## src/rtl/gpio_ctrl_pkg.sv

```systemverilog
// gpio_ctrl_pkg: register word indices, port width and filter counter sizing for gpio_ctrl
package gpio_ctrl_pkg;
  localparam logic [3:0] IDX_PD   = 4'd0;
  localparam logic [3:0] IDX_DD   = 4'd1;
  localparam logic [3:0] IDX_IE   = 4'd2;
  localparam logic [3:0] IDX_EP   = 4'd3;
  localparam logic [3:0] IDX_IS   = 4'd4;
  localparam logic [3:0] IDX_OS   = 4'd5;
  localparam logic [3:0] IDX_OC   = 4'd6;
  localparam logic [3:0] IDX_OT   = 4'd7;
  localparam logic [3:0] IDX_IM   = 4'd8;
  localparam logic [3:0] IDX_INFO = 4'd9;
  localparam logic [3:0] IDX_LAST = 4'd9;
  localparam int PORT_W = 8;
  function automatic int cnt_w(input int fc);
    return $clog2(fc + 1);
  endfunction
endpackage

```

## src/rtl/gpio_filter.sv

```systemverilog
// gpio_filter: single-pin glitch filter; q follows d only after d differs for FILTER_CYCLES cycles
module gpio_filter
  import gpio_ctrl_pkg::*;
#(
  parameter int FILTER_CYCLES = 4
) (
  input  logic clk,
  input  logic rst,
  input  logic d,
  output logic q
);
  localparam int CW = cnt_w(FILTER_CYCLES);
  logic [CW-1:0] cnt;
  always_ff @(posedge clk or negedge rst) begin
    if (!rst) begin
      cnt <= '0;
      q   <= 1'b0;
    end else if (d == q) begin
      cnt <= '0;
    end else if (cnt == CW'(FILTER_CYCLES - 1)) begin
      cnt <= '0;
      q   <= d;
    end else begin
      cnt <= cnt + 1'b1;
    end
  end
endmodule

```

## src/rtl/gpio_ctrl.sv

```systemverilog
// gpio_ctrl: NPORTS x 8-bit GPIO with set/clear/toggle, edge/level interrupts and W1C status.
// Optional input glitch filter enabled by defining GPIO_CTRL_FILTER_EN.
module gpio_ctrl
  import gpio_ctrl_pkg::*;
#(
  parameter int NPORTS        = 4,
  parameter int FILTER_CYCLES = 4
) (
  input  logic                       clk,
  input  logic                       rst,
  input  logic [PORT_W*NPORTS-1:0]   gpio_i,
  input  logic [31:0]                gpio_address,
  input  logic [31:0]                gpio_data_i,
  input  logic [3:0]                 gpio_wr,
  input  logic                       gpio_enable,
  output logic [PORT_W*NPORTS-1:0]   gpio_o,
  output logic [PORT_W*NPORTS-1:0]   gpio_oe,
  output logic [31:0]                gpio_data_o,
  output logic                       gpio_ready,
  output logic [NPORTS-1:0]          gpio_interrupt
);
  localparam int W = PORT_W * NPORTS;
`ifdef GPIO_CTRL_FILTER_EN
  localparam logic [7:0] FC_INFO = 8'(FILTER_CYCLES);
`else
  localparam logic [7:0] FC_INFO = 8'd0;
`endif
  logic [W-1:0] s1, in_s, in_f, in_d;
  logic [W-1:0] ie, ep, is, im;
  logic [W-1:0] wm, wd, wdm, ev, set, rd_w;
  logic [NPORTS-1:0] irq_n;
  logic [3:0] idx;
  logic op, do_op;
  logic [31:0] rdata;
  logic unused;
  assign unused = ^{gpio_address[31:6], gpio_address[1:0], gpio_data_i, gpio_wr};
  assign idx   = gpio_address[5:2];
  assign op    = gpio_enable & ~gpio_ready;
  assign do_op = op & (idx <= IDX_LAST);
  assign wd    = gpio_data_i[W-1:0];
  assign wdm   = wd & wm;
`ifdef GPIO_CTRL_FILTER_EN
  for (genvar g = 0; g < W; g++) begin : g_filt
    gpio_filter #(.FILTER_CYCLES(FILTER_CYCLES)) u_filt (
      .clk (clk),
      .rst (rst),
      .d   (in_s[g]),
      .q   (in_f[g])
    );
  end
`else
  assign in_f = in_s;
`endif
  // Edge mode picks rising or falling by EP; level mode fires while input equals EP
  assign ev  = (im & ~(in_f ^ ep)) | (~im & ((ep & in_f & ~in_d) | (~ep & ~in_f & in_d)));
  assign set = ie & ~gpio_oe & ev;
  always_comb begin
    wm    = '0;
    irq_n = '0;
    for (int p = 0; p < NPORTS; p++) begin
      wm[PORT_W*p +: PORT_W] = {PORT_W{gpio_wr[p]}};
      irq_n[p] = |(is[PORT_W*p +: PORT_W] & ie[PORT_W*p +: PORT_W]);
    end
  end
  always_comb begin
    rd_w  = idx == IDX_PD ? in_f :
            idx == IDX_DD ? gpio_oe :
            idx == IDX_IE ? ie :
            idx == IDX_EP ? ep :
            idx == IDX_IS ? is :
            idx == IDX_IM ? im : '0;
    rdata = idx == IDX_INFO ? {16'd0, FC_INFO, 8'(NPORTS)} : 32'(rd_w);
  end
  function automatic logic sel(input logic [3:0] i);
    return do_op && idx == i;
  endfunction
  always_ff @(posedge clk or negedge rst) begin
    if (!rst) begin
      s1             <= '0;
      in_s           <= '0;
      in_d           <= '0;
      gpio_o         <= '0;
      gpio_oe        <= '0;
      ie             <= '0;
      ep             <= '0;
      is             <= '0;
      im             <= '0;
      gpio_data_o    <= '0;
      gpio_ready     <= 1'b0;
      gpio_interrupt <= '0;
    end else begin
      s1             <= gpio_i;
      in_s           <= s1;
      in_d           <= in_f;
      gpio_ready     <= do_op;
      gpio_data_o    <= do_op ? rdata : gpio_data_o;
      gpio_o         <= sel(IDX_PD) ? (gpio_o & ~wm) | wdm :
                        sel(IDX_OS) ? gpio_o | wdm :
                        sel(IDX_OC) ? gpio_o & ~wdm :
                        sel(IDX_OT) ? gpio_o ^ wdm : gpio_o;
      gpio_oe        <= sel(IDX_DD) ? (gpio_oe & ~wm) | wdm : gpio_oe;
      ie             <= sel(IDX_IE) ? (ie & ~wm) | wdm : ie;
      ep             <= sel(IDX_EP) ? (ep & ~wm) | wdm : ep;
      im             <= sel(IDX_IM) ? (im & ~wm) | wdm : im;
      is             <= (is & ~(sel(IDX_IS) ? wdm : '0)) | set;
      gpio_interrupt <= irq_n;
    end
  end
endmodule
```

## config.mk

```make
export PLATFORM = sky130hd
export DESIGN_NAME = gpio_ctrl
export DESIGN_NICKNAME = d
export VERILOG_FILES = /design/src/rtl/gpio_ctrl_pkg.sv /design/src/rtl/gpio_filter.sv /design/src/rtl/gpio_ctrl.sv
export SDC_FILE = /design/constraint.sdc
export NUM_CORES = 1
export LEC_CHECK = 0
export CAP_MARGIN = 40
export CORE_UTILIZATION = 57
export DETAILED_ROUTE_END_ITERATION = 10
export PLACE_DENSITY = 0.8
export SYNTH_ARGS = -nofsm -noshare
export SYNTH_HDL_FRONTEND = slang
export SYNTH_SLANG_ARGS = --single-unit
```

## constraint.sdc

```tcl
create_clock -name clk -period 3.36 [get_ports clk]
set_clock_uncertainty 0.05 [all_clocks]
set_input_delay 0.672 -clock clk [delete_from_list [all_inputs] [get_ports clk]]
set_output_delay 0.672 -clock clk [all_outputs]
set_load 0.005 [all_outputs]
```

==> reports/metrics.cfg <==
[clock_network]
numClockSinks = 325
htree_levels = 2
numCtsBuffers = 36
clk_pin_slew_ns = 0.06
clockBufferDepth = 3
cts_tree = built
ctsHoldBuffers = 0
post-cts-setup-buffers = 0
root_buffer = clkbuf_16
cts-resized-gates = 0
clk-insertion-delay-late_ns = 0.52

[timing]
fin_ws_ns = 0.579
hold_ws_ns = 0.0899
hold_violations = 0
period_share_pct = 82.8
fin_crit_ns = 2.78
slew_violations = 0
tightest_slew_ns = 0.872
slew_headroom_pct = 41.7
finalSetupViolCount = 0
fmax_mhz = 360
rsz0062_at_grt = no
final.setup.tns_ns = 0

[grt]
grt_util_all_layers_pct = 30.8
grt-ovfl-total = 0
antenna_found_initial = 2
grt_pass1_vias = 13300
grt_start_max_net_pins = 81
grt_pass1_wl_mm = 73.0

[logic_synthesis]
ys_seq_area_share_pct = 48.6
synth_flop_cell = dfrtp_1
synth_compound_gate_area_share_pct = 15.6
syn_area_per_cell_sq_um = 11.0
synthMuxAreaShare_pct = 11.0
synth_common_cells = dfrtp_1, mux2_2, inv_1
synthCells = 1522
ys_top_cells_by_area = dfrtp_1, mux2_2, ha_1
ys_ff_latch = 325
synth-xor-area-share_pct = 0
syn_area_sq_um = 16700
synth_area_leader_cell = dfrtp_1
synth-simple-area-share_pct = 10.1
async_flop_share_pct = 100
synthAdderAreaFrac_pct = 9.58
yosys_warnings = 0
synth_nets = 1753
synth_edf_count = 0
synth.top_cell.area_share_pct = 48.6
synth_most_common_cell = dfrtp_1
synth_cell_type_count = 55
synth_top_family_by_area = compound AO/OA/AOI/OAI gates

[place]
post_dp_cell_area_sq_um = 19100
io_buffer_count = 175
dp_slack_ns = 0.0984
routabilityCongestion = 0.881
hpwl_mm = 30.6

[route]
vias_per_cell = 6.31
drt_iter0_drc = 1341
vias = 13300
postRouteAntennaNets = 0
wire_per_inst_um = 21.8
routed_wl_mm = 45.9
dr.pass1.iters = 6
drc = 0

[run_status]
status = finished clean

[critical_path]
path_delay_family = simple AND/OR/NAND/NOR gates
max_stage_delay_ns = 0.70
path_max_fanout = 10
slowest_stage = clkdlybuf4s50_1
endpoint_kind = flip-flop
startpoint_type = primary input
path_buf_inv = 2
crit_required_ns = 3.71
crit_arrival_ns = 3.13
critical_path_class = primary input to flip-flop
critical_path.cell_chain = clkdlybuf4s50_1 -> buf_4 -> nand2b_1 -> nor3_2 -> nand2_1 -> mux2_1

[cells_and_area]
drive_gt1_share_pct = 15.4
fin_area_sq_um = 20300
area_delta_synth_final_pct = 21.2
fill_cells = 2030
final_net_count = 1929

[floorplanning]
coreArea_sq_um = 28800
start_util_pct = 58.1
die_area_sq_um = 30000
die_h_um = 173
io-pin-count = 204
placementRows = 62
die_w_um = 173

[power]
irDropWorstVdd_v = 0.000416
leakagePower_nw = 9.09
pwr_density_cell_nw_per_um2 = 584

[run]
cap_violations = 0

[worst_hold_path]
holdCritPathClass = primary input to async pin

## power by group
group	internal, W	switching, W	leakage [nW]
sequential	0.00456	0.000708	3.95
clock	0.00240	0.00156	0.589
combinational	0.00144	0.00116	4.55
## cells in the final DEF, fill, tap and decap left out, types with 41 or more instances in the layout
cell             count
a21oi_1             41
o21ai_0             98
nand2_1            122
clkdlybuf4s50_1    173
ha_1               128
mux2_2             145
buf_4               41
nor2b_1             49
dfrtp_1            325
inv_1              135
## logic make-up (layout without fill, tap and decap cells)
kind of cell / Yosys count / count (layout)
AOI/OAI and AO/OA: 374 / 374
and+or+nand+nor: 314 / 314
other: 0 / 2
DFF: 325 / 325
buffers and inverters: 218 / 420
muxes: 163 / 163
adders and majority gates: 128 / 128
## path summary, 6_finish.rpt
path	from	to	slack [ns]	cells past startpoint
worst max-delay path	gpio_address[2]	flip-flop	0.58	6
worst min-delay path	rst	async pin	0.09	1
worst max register to register	gpio_ready	flip-flop	0.87	4
worst min register to register	s1[2]	in_f[2]	0.30	0
max in group asynchronous	rst	in_f[13]	2.34	2
min in group clk	s1[2]	in_f[2]	0.30	0
## metal layers
| layer | part of all wire (%) | global-route usage, % |
|---|---|---|
| met2 | 48 | 50.2 |
| met5 | 0.024 | 0 |
| met1 | 40 | 40.9 |
| met4 | 3.5 | 12.6 |
| met3 | 8.8 | 5.70 |
## stage by stage
stage | std cells | total power [W] | utilization (%)
3_5_place_dp | 2044 | 0.00787 | 66.2
6_report | 2110 | 0.0118 | 70.4
4_1_cts | 2108 | 0.0119 | 70.4
5_1_grt | 2108 | 0.0124 | 70.4
3_3_place_gp | 2043 | 0.00770 | 66.2
2_1_floorplan | 1522 | 0.00645 | -
## cell type report
class                   instances  area [sq um]  area share (%)
inverters                     135           507            2.50
repair buffers                221          2170            10.7
multi-input cells             979          7760            38.3
flip-flops and latches        325          8130            40.2
clock buffers                  57          1100            5.44
diodes                          2          5.00          0.0247
well taps                     384           480            2.37
clock inverters                 7          92.6           0.457
## worst reg2reg max path, delay by kind of cell, from the launching register on
kind	cells	cell delay (ns)
mux	1	0.45
flops	1	0.45
simple gates	3	1.42
Note: power is estimated with default switching activity, not from simulation.
